[config.mk]
export PLATFORM = sky130hd
export DESIGN_NAME = mole_game_ctrl
export DESIGN_NICKNAME = d
export VERILOG_FILES = /design/src/rtl/mole_game_ctrl.sv
export SDC_FILE = /design/constraint.sdc
export NUM_CORES = 1
export LEC_CHECK = 0
export BUFFER_PORTS_ARGS = -buffer_cell sky130_fd_sc_hd__buf_2
export CORE_ASPECT_RATIO = 1.5
export CORE_MARGIN = 5
export CORE_UTILIZATION = 46
export CTS_BUF_LIST = sky130_fd_sc_hd__clkbuf_4 sky130_fd_sc_hd__clkbuf_8
export DETAILED_ROUTE_END_ITERATION = 8
export HOLD_SLACK_MARGIN = 0.05
export PLACE_DENSITY = 0.75
export REMOVE_ABC_BUFFERS = 1
export SYNTH_ARGS = -nofsm -noshare
export SYNTH_HDL_FRONTEND = slang
export SYNTH_SLANG_ARGS = --single-unit
[constraint.sdc]
create_clock -name clk -period 7.4 [get_ports clk]
set_clock_uncertainty 0.05 [all_clocks]
set_input_delay 0.37 -clock clk [delete_from_list [all_inputs] [get_ports clk]]
set_output_delay 0.37 -clock clk [all_outputs]
set_load 0.01 [all_outputs]
[src/rtl/mole_game_ctrl.sv]
// Whack-a-mole round sequencer: runs NUM_ROUNDS timed rounds, lights one mole
// per round from the LFSR value, judges each press as hit or miss and keeps the
// score. All outputs are registered.
module mole_game_ctrl #(
  parameter int unsigned ON_CYCLES  = 50_000_000,
  parameter int unsigned GAP_CYCLES = 25_000_000,
  parameter int unsigned NUM_ROUNDS = 30
) (
  input  logic       clk,
  input  logic       reset,
  input  logic       start,
  input  logic [2:0] rand_idx,
  input  logic [7:0] button,
  output logic [7:0] led,
  output logic [5:0] score,
  output logic [5:0] round_cnt,
  output logic       busy,
  output logic       game_over,
  output logic       hit,
  output logic       miss
);

  typedef enum logic [1:0] {StIdle, StGap, StUp, StDone} state_e;

  // Timer compares against the last cycle index of each phase.
  localparam logic [31:0] OnLast    = 32'(ON_CYCLES - 1);
  localparam logic [31:0] GapLast   = 32'(GAP_CYCLES - 1);
  localparam logic [5:0]  NumRounds = 6'(NUM_ROUNDS);
  localparam logic [5:0]  ScoreMax  = 6'd63;

  state_e      state_q, state_d;
  logic [31:0] timer_q, timer_d;
  logic [2:0]  mole_idx_q, mole_idx_d;
  logic [2:0]  prev_idx_q, prev_idx_d;
  logic [7:0]  btn_prev_q, btn_prev_d;
  logic [7:0]  led_q, led_d;
  logic [5:0]  score_q, score_d;
  logic [5:0]  round_cnt_q, round_cnt_d;
  logic        busy_q, busy_d;
  logic        game_over_q, game_over_d;
  logic        hit_q, hit_d;
  logic        miss_q, miss_d;

  logic [7:0]  btn_edge;
  logic [7:0]  mole_mask;
  logic        wrong_press;
  logic        right_press;
  logic [2:0]  pick;
  logic [5:0]  round_next;
  logic        end_round;
  logic        end_hit;

  // Next-state, round judging and registered-output updates.
  always_comb begin
    state_d     = state_q;
    timer_d     = timer_q;
    mole_idx_d  = mole_idx_q;
    prev_idx_d  = prev_idx_q;
    btn_prev_d  = button;
    led_d       = led_q;
    score_d     = score_q;
    round_cnt_d = round_cnt_q;
    busy_d      = busy_q;
    game_over_d = game_over_q;
    hit_d       = 1'b0;
    miss_d      = 1'b0;
    end_round   = 1'b0;
    end_hit     = 1'b0;

    btn_edge    = button & ~btn_prev_q;
    mole_mask   = 8'b1 << mole_idx_q;
    wrong_press = |(btn_edge & ~mole_mask);
    right_press = |(btn_edge & mole_mask);
    // Never light the same mole twice in a row.
    pick        = (rand_idx == prev_idx_q) ? rand_idx + 3'd1 : rand_idx;
    round_next  = round_cnt_q + 6'd1;

    case (state_q)
      StIdle, StDone: begin
        if (start) begin
          state_d     = StGap;
          score_d     = '0;
          round_cnt_d = '0;
          timer_d     = '0;
          led_d       = '0;
          busy_d      = 1'b1;
          game_over_d = 1'b0;
        end
      end
      StGap: begin
        if (timer_q == GapLast) begin
          state_d    = StUp;
          timer_d    = '0;
          mole_idx_d = pick;
          prev_idx_d = pick;
          led_d      = 8'b1 << pick;
        end else begin
          timer_d = timer_q + 32'd1;
        end
      end
      StUp: begin
        // A wrong press wins over a simultaneous correct one.
        if (wrong_press) begin
          end_round = 1'b1;
        end else if (right_press) begin
          end_round = 1'b1;
          end_hit   = 1'b1;
        end else if (timer_q == OnLast) begin
          end_round = 1'b1;
        end else begin
          timer_d = timer_q + 32'd1;
        end
      end
      default: state_d = StIdle;
    endcase

    if (end_round) begin
      led_d       = '0;
      round_cnt_d = round_next;
      if (end_hit) begin
        hit_d = 1'b1;
        if (score_q != ScoreMax) score_d = score_q + 6'd1;
      end else begin
        miss_d = 1'b1;
      end
      if (round_next == NumRounds) begin
        state_d     = StDone;
        busy_d      = 1'b0;
        game_over_d = 1'b1;
      end else begin
        state_d = StGap;
        timer_d = '0;
      end
    end
  end

  // State and output registers with synchronous active-low reset.
  always_ff @(posedge clk) begin
    if (!reset) begin
      state_q     <= StIdle;
      timer_q     <= '0;
      mole_idx_q  <= '0;
      prev_idx_q  <= '0;
      btn_prev_q  <= '0;
      led_q       <= '0;
      score_q     <= '0;
      round_cnt_q <= '0;
      busy_q      <= 1'b0;
      game_over_q <= 1'b0;
      hit_q       <= 1'b0;
      miss_q      <= 1'b0;
    end else begin
      state_q     <= state_d;
      timer_q     <= timer_d;
      mole_idx_q  <= mole_idx_d;
      prev_idx_q  <= prev_idx_d;
      btn_prev_q  <= btn_prev_d;
      led_q       <= led_d;
      score_q     <= score_d;
      round_cnt_q <= round_cnt_d;
      busy_q      <= busy_d;
      game_over_q <= game_over_d;
      hit_q       <= hit_d;
      miss_q      <= miss_d;
    end
  end

  assign led       = led_q;
  assign score     = score_q;
  assign round_cnt = round_cnt_q;
  assign busy      = busy_q;
  assign game_over = game_over_q;
  assign hit       = hit_q;
  assign miss      = miss_q;

endmodule

=== Word-level counts from Yosys, hierarchy flattened ===
Index checks and enable logic that the tools add are counted.

* Bits in registers: 69
* Input port bits: 14
* Word-level logic and storage cells: 91

* Add/sub/neg operators: 4
* Eq/ne operators: 12
* Shift-type cells: 2
* Muxes and demuxes: 42
* Bitwise gates (word level): 6
* Reductions and logical operators: 14

{| class="wikitable"
|+ Operators by type and width
! cell !! count
|-
| two-way mux 32 bit || 7
|-
| one-hot mux 32 bit (3 select lines) || 1
|-
| two-way mux 6 bit || 8
|-
| adder 32 x 1 -> 32 bit (second input constant) || 1
|-
| == test 32 x 25 -> 1 bit (second input constant) || 1
|-
| == test 32 x 26 -> 1 bit (second input constant) || 1
|-
| bitwise AND 8 bit || 3
|-
| two-way mux 1 bit || 17
|-
| two-way mux 8 bit || 2
|-
| inverter 8 bit || 2
|-
| one-hot mux 8 bit (2 select lines) || 1
|-
| OR reduction 8 bit || 2
|-
| left shift 1 x 3 -> 8 bit (first input constant) || 2
|-
| adder 6 x 1 -> 6 bit (second input constant) || 2
|-
| two-way mux 2 bit || 4
|-
| == test 6 x 5 -> 1 bit (second input constant) || 1
|-
| inequality test 3 bit (second input constant) || 2
|-
| inequality test 6 bit (second input constant) || 1
|-
| AND reduction 2 bit || 3
|-
| AND reduction 3 bit || 2
|-
| nonzero test 2 bit || 3
|-
| == test 2 bit (second input constant) || 2
|-
| inequality test 2 bit (second input constant) || 2
|-
| one-hot mux 2 bit (2 select lines) || 1
|-
| other kinds (8) || 9
|}

=== Longest topological paths before layout ===
* Depth in word-level cells: 9
* Gate-level depth with buffers: 10
* Mapped depth without buffers: 8

=== Least setup slack after synthesis ===
OpenSTA, ideal clock, no wires.

* Kind: register -> register
* From: register timer_q[0]
* To: register timer_q[13]
* Data arrival time: 2.557 ns
* Path slack: 4.676 ns
* Stages on the path, launching flop included: 10
* Clock period less this slack: 2.724 ns
* Cells stage by stage: dfxtp_1 > ha_1 > and4_1 > clkbuf_1 > nand3_1 > o41ai_2 > a21oi_1 > a21oi_1 > o21ai_1 > a32o_1

* Word-level cells in the longest chain between the ends: 7

{| class="wikitable"
|+ RTL lines
! element !! RTL line !! source
|-
| start, declared || 32 || <nowiki>logic [31:0] timer_q, timer_d;</nowiki>
|-
| start signal, assigned || 154 || <nowiki>timer_q <= timer_d;</nowiki>
|-
| adder 32 x 1 -> 32 bit or == test 32 x 26 -> 1 bit (tied branches) || 98, 111, 108 ||
|-
| two-way mux 32 bit || 108 || <nowiki>end else if (timer_q == OnLast) begin</nowiki>
|-
| two-way mux 32 bit || 105 || <nowiki>end else if (right_press) begin</nowiki>
|-
| two-way mux 32 bit || 103 || <nowiki>if (wrong_press) begin</nowiki>
|-
| one-hot mux 32 bit (3 select lines) || 78 || <nowiki>case (state_q)</nowiki>
|-
| two-way mux 32 bit || 126 || <nowiki>if (round_next == NumRounds) begin</nowiki>
|-
| two-way mux 32 bit (*) || 117 || <nowiki>if (end_round) begin</nowiki>
|}

Mark *: on every way between the ends. The rest lies on a longest branch, timed or not.
A chain may end at the register's enable or synchronous reset.

=== Worst setup path in the final report ===
* From: register timer_q[0]
* To: register timer_q[22]

Same word-level chain as after synthesis.

==> results.cfg <==
[status]
status = finished clean

[sta]
period_share = 0.4576
finalMaxSlewViolations = 0
tns_ns = 0
fin_crit_ns = 3.386
final_hold_viol_count = 0
tightest_slew_ns = 1.213
hold_ws_ns = 0.1861
fmax_ghz = 0.2953
rsz0062_at_grt = no
setup_viol = 0
slew_headroom = 0.1876

[detailed_routing]
drt-total-wl_microns = 10480
drt-wirelength-per-cell_microns = 16.56
via_per_inst = 6.202
postRouteAntennaNets = 0
drt_iter0_markers = 379
via_count = 3926
post-route-drc-count = 0
drt_first_pass_iters = 5

[placed_design]
routabilityCongestion = 0.9136
port_buffers = 37
hpwl_microns = 7416

[finish]
n_antenna_cell = 0
syn_to_final_growth_pct = 9.946
nets = 543
drive_above_1_share = 0.1426
n_fill_cell = 822
multi_input_area_sq_mm = 0.002362
ff_latch_area_sq_mm = 0.001381

[worst_setup_path]
cp_top_family = compound AO/OA/AOI/OAI gates
worst-endpoint-required_ns = 7.61
cp_max_fo = 28
end_kind = flop
arrival_ns = 3.60
slowest_stage = o21ai_4
path_buf_inv = 1
startpoint_type = flop
path_cells = ha_1 > and4_1 > nand4_1 > nor4_1 > o31ai_4 > buf_4 > o21ai_4 > a211oi_1 > a31o_1
critPathMaxStageDelay_ns = 0.74
critPathKind = flop to flop

[synth]
async_flop_share = 0
synthTopCellsByArea = dfxtp_1, a21oi_1, nor2_1
synth.most_common_cell = dfxtp_1
ys_types = 64
ys_ff_latch = 69
ys_seq_area_frac = 0.3497
yosys_warnings = 0
synth_area_sq_mm = 0.003950
netlist.area_leader.share = 0.3497
yosys-top-cells-count = dfxtp_1, nor2_1, a21oi_1, nand2_1
syn_area_per_cell_sq_um = 7.932
yosys.area.top_type = dfxtp_1
synth_edf_count = 0
synthFlopType = dfxtp_1
synth_cells = 498

[clock_network]
clockRootBuffer = clkbuf_8
ctsHoldBuffers = 0
insertion_delay_ns = 0.36
cts_tree = built
post_cts_resized = 0
clock_path_buffers = 2
clkTransAtPathRegs_ns = 0.07
cts.sinks = 69
htreeDepth = 3
cts_made_buffers = 9
postCtsSetupBuffers = 0

[power]
seqPwrFrac = 0.455
total_leakage_power_nw = 1.547
p_switching_w = 0.0002866
internal_power_w = 0.0005707
combinationalPowerShare = 0.220
ir_drop_uv = 146.7
p_sw_frac = 0.3343
power.density_mw_per_mm2 = 197.4
power.share.clock = 0.326

[global_routing]
grtUsageMet1 = 0.2277
top_usage_layer = met2
grt_util_met3 = 0.03933
grt_pass1_wl_microns = 18030
antenna_found_initial = 0
grt_pass1_vias = 3968
grt_overflow = 0
grt_max_degree = 29
grtUsageTotal = 0.2122
met2_usage = 0.3799

[floorplan]
row_count = 41
die_area_sq_mm = 0.01058
dieHeight_microns = 123.5
die_width_microns = 85.66
ios = 38
start_util = 0.4695
core_sq_mm = 0.008413

[run]
cap_violations = 0

[hold_path]
min_path_type = input pin to flop
-- placed cells by master (no fill, tap or decap), types with 8 or more instances in the layout --
cell type,netlist,final
buf_2,9,37
nand3_1,27,27
nand2_1,36,36
nor3_1,27,27
a31oi_1,15,15
and2_1,8,8
nand4_1,12,12
dfxtp_1,69,69
inv_1,21,21
clkbuf_8,0,9
o21ai_0,10,10
a21oi_1,43,42
ha_1,8,8
nor2_1,45,45
nor4_1,9,9
o21ai_1,14,14
and3_1,9,9
-- metal layers --
metal / part of all wire / up-vias
met4: 0.044 / 0
met1: 0.39 / 1838
met5: 0 / -
met3: 0.051 / 37
li1: - / 1916
met2: 0.51 / 135
-- stage by stage --
stage / total power, W / instances / utilization / setup WS (ns) / instance area [sq um]
after floorplan: 0.0005223 / 469 / - / 4.279 / 3819
after global placement: 0.0005787 / 617 / 0.4958 / 4.119 / 4172
after detailed placement: 0.0005832 / 617 / 0.4958 / 4.026 / 4172
after CTS: 0.0008571 / 633 / 0.5162 / 4.016 / 4343
after global routing: 0.0009010 / 633 / 0.5162 / 3.715 / 4343
final: 0.0008574 / 633 / 0.5162 / 4.014 / 4343
-- registers in the layout (all words and copies together) (netlist names) --
signal and flops:
timer_q 32, prev_idx_q 3, led 8, state_q 2
busy 1, hit 1, game_over 1, btn_prev_q 8
round_cnt 6, miss 1, score 6
-- cell families (layout without fill, tap and decap cells) --
kind of cell | count (synthesis) | in the layout | synth area share
xor+xnor | 5 | 5 | 0.01109
simple gates | 216 | 216 | 0.2886
compound gates | 144 | 144 | 0.2563
fa+ha+maj | 8 | 8 | 0.02534
flops | 69 | 69 | 0.3497
buf+inv | 50 | 78 | 0.05321
mux | 6 | 6 | 0.01584
-- layout make-up --
type                            instances  area share
Inverter                               21     0.01815
Sequential cell                        69      0.3181
Clock buffer                           14     0.03717
Tap cell                              107     0.03083
Multi-Input combinational cell        379      0.5439
Timing Repair Buffer                   41     0.04955
Clock inverter                          2    0.002305
-- worst paths after layout --
check	startpoint	end	slack, ns	cells after the start
worst max-delay path	timer_q[0]	timer_q[22]	4.01	9
worst min-delay path	button[1]	btn_prev_q[1]	0.19	2
worst max register to register	timer_q[0]	timer_q[22]	4.01	9
worst min register to register	led[2]	led[2]	0.43	2
-- worst register-to-register path: stages, from the launching register on --
cell	delay, ns
dfxtp_1	0.42
ha_1	0.28
and4_1	0.38
nand4_1	0.15
nor4_1	0.61
o31ai_4	0.07
buf_4	0.26
o21ai_4	0.75
a211oi_1	0.12
a31o_1	0.23
-- power groups by stage --
stage,Sequential (W),Combinational [W],Clock (W)
after floorplan,0.000398,0.000125,0
after global placement,0.000397,0.000181,0
after detailed placement,0.000398,0.000185,0
after CTS,0.000390,0.000186,0.000281
after global routing,0.000391,0.000208,0.000302
final,0.000390,0.000188,0.000279
No activity file was read; power rests on OpenSTA's default activity.
